==> src/rtl/ss_pkg.sv <==
// Shared types and constants for the return-address shadow-stack checker.
package ss_pkg;

    typedef enum logic {IDLE, SWAP_PUSH} ss_state_e;

    // Link offset for compressed and standard-length calls.
    localparam int unsigned LINK_INC_RVC = 2;
    localparam int unsigned LINK_INC_STD = 4;

    // Width of the logged violation record fields.
    localparam int unsigned SS_XLEN = 64;

    typedef struct packed {
        logic [SS_XLEN-1:0] pc;
        logic [SS_XLEN-1:0] expected;
        logic [SS_XLEN-1:0] actual;
    } viol_rec_t;

endpackage

==> src/rtl/ss_viol_log.sv <==
// Sticky violation flag with first-violation capture.
module ss_viol_log
    import ss_pkg::*;
(
    input  logic      clk,
    input  logic      rst,
    input  logic      set_i,
    input  logic      clr_i,
    input  viol_rec_t rec_i,
    output logic      sticky_o,
    output viol_rec_t rec_o
);

    logic      sticky_q, sticky_d;
    viol_rec_t rec_q, rec_d;

    // Set beats clear; the record only loads when no earlier violation is held.
    always_comb begin
        sticky_d = sticky_q;
        rec_d    = rec_q;
        if (clr_i) begin
            sticky_d = 1'b0;
        end
        if (set_i) begin
            sticky_d = 1'b1;
            if (!sticky_q || clr_i) begin
                rec_d = rec_i;
            end
        end
    end

    // Flag and record registers.
    always_ff @(posedge clk) begin
        if (rst) begin
            sticky_q <= 1'b0;
            rec_q    <= '0;
        end else begin
            sticky_q <= sticky_d;
            rec_q    <= rec_d;
        end
    end

    assign sticky_o = sticky_q;
    assign rec_o    = rec_q;

endmodule

==> config.mk <==
export PLATFORM = sky130hd
export DESIGN_NAME = ss_viol_log
export DESIGN_NICKNAME = d
export VERILOG_FILES = /design/src/rtl/ss_pkg.sv /design/src/rtl/ss_viol_log.sv
export SDC_FILE = /design/constraint.sdc
export NUM_CORES = 1
export LEC_CHECK = 0
export ABC_AREA = 1
export BUFFER_PORTS_ARGS = -buffer_cell sky130_fd_sc_hd__buf_2
export CAP_MARGIN = 20
export CELL_PAD_IN_SITES_DETAIL_PLACEMENT = 2
export CELL_PAD_IN_SITES_GLOBAL_PLACEMENT = 2
export CORE_ASPECT_RATIO = 0.9
export CORE_MARGIN = 2
export CORE_UTILIZATION = 24
export DETAILED_ROUTE_END_ITERATION = 10
export HOLD_SLACK_MARGIN = 0.03
export PLACE_DENSITY = 0.81
export SLEW_MARGIN = 20
export SYNTH_ARGS = -nofsm -noshare
export SYNTH_HDL_FRONTEND = slang
export SYNTH_SLANG_ARGS = --single-unit
==> constraint.sdc <==
create_clock -name clk -period 1.38 [get_ports clk]
set_input_delay 0.276 -clock clk [delete_from_list [all_inputs] [get_ports clk]]
set_output_delay 0.276 -clock clk [all_outputs]
set_load 0.02 [all_outputs]
=== Yosys cells after proc, flatten, opt, wreduce, memory -nomap -nowiden ===
Index checks and enable logic that the tools add are counted.

* Reduce and logical (&&, ||, !) cells: 4
* Muxes and demuxes: 2

{| class="wikitable"
|+ Operators by type and width
! cell !! number
|-
| $mux W1 || 2
|-
| $reduce_and A2 Y1 || 1
|-
| $reduce_bool A2 Y1 || 1
|-
| $logic_not A1 Y1 || 1
|-
| $logic_or A1 B1 Y1 || 1
|}

* Flip-flop bits (word level): 193
* Output and inout bits: 193
* Word-level logic and storage cells: 10
* Input bits: 196

=== Depth between registers and ports, before layout ===
* Depth after elaboration: 3
* Gate-level depth with buffers: 7
* Gate-level depth less buffers: 5

=== Worst setup path before layout ===
OpenSTA, ideal clock, no wires.

* Path kind: register to register
* From: reg sticky_q (netlist: sticky_o)
* To: reg rec_q (netlist bit rec_o[26])
* Path slack: 0.212 ns
* Clock period less this slack: 1.168 ns
* Required time: 1.265 ns
* Stages on the path, launching flop included: 6
* Path buffers: 2
* Arrival time: 1.053 ns
* Library setup time: 0.115 ns
* Cells stage by stage: dfxtp_1 -> nand2_4 -> buf_6 -> buf_4 -> a21oi_1 -> nor2_1

* Word-level cells in the longest chain between the ends: 3

{| class="wikitable"
|+ Ends and longest elaborated chain
! item !! line !! text
|-
| start: declaration || ss_viol_log.sv:14 || <nowiki>logic sticky_q, sticky_d;</nowiki>
|-
| start signal: assignment || ss_viol_log.sv:38 || <nowiki>sticky_q <= sticky_d;</nowiki>
|-
| $logic_not A1 Y1 || ss_viol_log.sv:26 || <nowiki>if (!sticky_q || clr_i) begin</nowiki>
|-
| $logic_or A1 B1 Y1 || ss_viol_log.sv:26 ||
|-
| $reduce_and A2 Y1 (no source line) || -- ||
|-
| end signal: assignment || ss_viol_log.sv:39 || <nowiki>rec_q <= rec_d;</nowiki>
|-
| end: declaration || ss_viol_log.sv:15 || <nowiki>viol_rec_t rec_q, rec_d;</nowiki>
|}

Every way passes these cells.
A chain may end at the register's enable or synchronous reset.

=== Final worst setup path ===
* From: reg sticky_q (netlist: sticky_o)
* To: out sticky_o

{| class="wikitable"
|+ RTL lines
! item !! line !! text
|-
| end: declaration || ss_viol_log.sv:10 || <nowiki>output logic sticky_o,</nowiki>
|}

No word-level cell between the ends.

==> reports/summary.md <==
For the number of DRC violations after detailed routing, the log shows 0. Walking the worst path, the cells encountered are buf_2. The flow ran to the end, and the final reports show no timing, DRC or antenna violations.

The logs give 33400 um for the final wirelength and 1460 for the post-synthesis net count. Number of H-tree branching levels: 4. Setup repair after global routing left no endpoint under its margin. The I/O pin total was 389.

The floorplan has 66 rows. The logs give 2 for the clock tree buffer depth and 219 for the violation count after the first detailed-routing iteration. The tools report the relative slew slack as 0.740.

The overall die area was 37900 um2; the average vias per placed instance was 4.43. The instance count on the critical path came out at 1. The worst register-to-register path begins at sticky_o$_SDFFE_PP0P_. In this design, the largest share of critical-path delay is due to flip-flops. The core region is 36000 um2.

The tools report the number of max-slew violations in the final report as 0. The most critical setup path has its startpoint at sticky_o$_SDFFE_PP0P_. The setup violation total in the final timing report was 0; the number of failing hold endpoints at the final stage was 0. Dividing total power by cell area gives a power density of 1250 nW/um2.

Static timing analysis puts the maximum clock frequency at 771 MHz. Compared with the post-synthesis result, the final layout area differs by 34.0%. The analysis attributes to cell leakage a power of 0.00658 uW.

The count of maximum capacitance violations was 0. The number of cells on the worst reg-to-reg path is 5. On the final layout, the worst clock skew is 0.00791 ns.

The final period utilization was 0.940. The tools report the reg-to-reg critical path endpoint as rec_o[36]$_SDFFE_PP0P_. For the pin with the worst max-slew slack, the measured transition is 0.390 ns. The master cell of the clock root buffer is sky130_fd_sc_hd__clkbuf_16. The worst setup path endpoint was sticky_o. The pre-antenna-repair detailed-routing pass consisted of 4 iterations. Clock-pin slew was measured on the worst setup and hold paths at 0.08 ns.

TritonCTS built the clock tree. The run gives 0.000827 V as the peak ir drop on the vdd network. The height of the die was 185 um. For this design, the slowest cell found on the critical path is sky130_fd_sc_hd__dfxtp_2. Entering global routing, the biggest net connects 88 pins. The synthesized cell area was 8720 um2.

The largest fanout of any net on the critical path was 2; the total grt overflow was 0. The Yosys step of the flow raised 0 warnings. In this run, synthesis produced a sequential element count of 193. The share of Yosys cell area claimed by the top area cell type is 0.443. Fraction of final layout cells with drive strength greater than 1: 0.285.

The number of clock sinks is 193, and the final estimated routing congestion in global placement is 0.758. Path class of the lowest-slack min-delay path: in2reg. The critical path buffer and inverter count is 1. Adding up every negative setup slack in the final design gives 0 ns. The largest single stage delay on the critical path is 0.38 ns. For the via count of the first global-routing pass, the log shows 9622.

The biggest area contributor in the post-synthesis netlist is sky130_fd_sc_hd__dfxtp_1. Once detail routing completed, the nets flagged for antenna violations numbered 0. The reg2reg setup slack was 0.12 ns; the routed via count was 9293. The tools report the kind of end point of the critical path as an output pin.

The count of cells in the finished layout, fillers not included, comes to 2096. The time the worst path needs with I/O delays and setup is 1.30 ns, and the number of inserted filler cells in the final layout is 4462. By area the synthesized netlist is led by sky130_fd_sc_hd__dfxtp_1 (44%), sky130_fd_sc_hd__a21oi_1 (11%), sky130_fd_sc_hd__nand3_1 (11%). The worst hold path was traced through 5 stages.

Cell count after placement: 2060. Data required time of the worst path: 1.10 ns. Average cell area after synthesis: 6.90 um2. For the worst-skew pair, the clock arrives at the later sink with an insertion delay of 0.45 ns. Port buffer count: 388. After technology mapping, the gate count stands at 1264.

TritonCTS created 17 clock buffers. STA classifies the critical path startpoint as a flip-flop. Data on the critical path arrives at its endpoint at 1.02 ns. The post-DP HPWL is 24600 um, and the register area share after synthesis is 0.443. The critical path is of the reg2out type. The tools report the number of distinct library cells after synthesis as 12.

The die is 205 um wide. For the final net count, the log shows 1800. The initial antenna violation count was 4; the combined global-route utilization of all metal layers was 0.172. The wire length per cell came out at 15.9 um. The first-pass GRT wire length came out at 51500 um.

The initial core utilization is 0.242.
## cell usage in the layout, fill, tap and decap left out
cell                            netlist  final
sky130_fd_sc_hd__buf_12               0     17
sky130_fd_sc_hd__nor2_1             192    192
sky130_fd_sc_hd__nand2_8              0      1
sky130_fd_sc_hd__clkinv_4             0      3
sky130_fd_sc_hd__clkinv_2             0      1
sky130_fd_sc_hd__buf_8                0      1
sky130_fd_sc_hd__dfxtp_2              0      1
sky130_fd_sc_hd__clkbuf_1             1      1
sky130_fd_sc_hd__inv_6                0      3
sky130_fd_sc_hd__buf_2               60    387
sky130_fd_sc_hd__diode_2              0      4
sky130_fd_sc_hd__nand3_1            192    192
sky130_fd_sc_hd__dlygate4sd3_1        0      1
sky130_fd_sc_hd__inv_1              193    192
sky130_fd_sc_hd__clkbuf_16            0     17
sky130_fd_sc_hd__clkinvlp_4           0      1
sky130_fd_sc_hd__dfxtp_1            193    192
sky130_fd_sc_hd__buf_4               17     21
sky130_fd_sc_hd__clkbuf_8             0      2
sky130_fd_sc_hd__bufinv_16            0      4
sky130_fd_sc_hd__nand2_1            192    192
sky130_fd_sc_hd__inv_2                2      2
sky130_fd_sc_hd__a21oi_1            193    193
## flip-flops by register name (all words and copies together) (netlist names)
| register | count |
|---|---|
| rec_o | 192 |
| sticky_o | 1 |
## cell type report
type,count,area [um2],share of cell area
flip-flops and latches,193,3860,0.331
multi-input cells,770,3390,0.290
repair buffers,427,2460,0.210
inverters,195,737,0.0630
well taps,476,596,0.0510
clock buffers,20,457,0.0391
clock inverters,11,176,0.0151
diodes,4,10.0,0.000856
## worst min-delay path by stage
stage,to,start,slack (ns)
floorplan,sticky_o$_SDFFE_PP0P_,rst,0.35
global placement,rec_o[90]$_SDFFE_PP0P_,rec_o[90]$_SDFFE_PP0P_,0.46
detailed placement,rec_o[27]$_SDFFE_PP0P_,rec_o[27]$_SDFFE_PP0P_,0.47
CTS,rec_o[88]$_SDFFE_PP0P_,rec_i[88],0.11
global route,rec_o[164]$_SDFFE_PP0P_,rec_i[164],0.14
finish,rec_o[88]$_SDFFE_PP0P_,rec_i[88],0.14
## timing repair
| action | CTS | global route |
|---|---|---|
| endpoints found under the hold margin | 1 | 0 |
| gates resized for setup | 1 | 0 |
| hold buffers | 1 | 0 |
| endpoints found under the setup margin | 1 | 0 |
| setup buffers | 0 | 0 |
## metrics by stage
stage,power (uW),util,setup slack [ns],hold slack [ns],instance area (um2)
2_1_floorplan,8150,-,0.212,0.345,8720
3_3_place_gp,9160,0.306,0.114,0.455,11000
3_5_place_dp,9310,0.306,0.0556,0.466,11000
4_1_cts,14900,0.324,0.0526,0.111,11700
5_1_grt,15400,0.325,0.0279,0.141,11700
6_report,14600,0.325,0.0826,0.137,11700
## logic make-up (layout without fill, tap and decap cells)
logic type             Yosys count  in the layout  share of synthesized area
flip-flops                     193            193                      0.443
AO/OA/AOI/OAI                  193            193                      0.111
buffers and inverters          301            653                      0.170
other                            0              4                          0
AND/OR/NAND/NOR                577            577                      0.277
## report_power, final
part	internal (uW)	switching (uW)	leakage, uW	total, uW
logic	1070	1830	0.00467	2900
registers	6010	233	0.00160	6240
clock network	3140	2330	0.000307	5470
## cells in the mapped netlist (all sizes together)
cell type and instances:
a21oi 193, inv 195, dfxtp 193, buf 105, nand2 193, nand3 192
nor2 192, clkbuf 1
## metal layers
| layer | wire, um | GRT usage |
|---|---|---|
| met1 | 14000 | 0.200 |
| met2 | 17000 | 0.309 |
| met5 | 0 | 0 |
| met4 | 702 | 0.0535 |
| met3 | 1720 | 0.0442 |
Power figures use the tool's default switching activity.
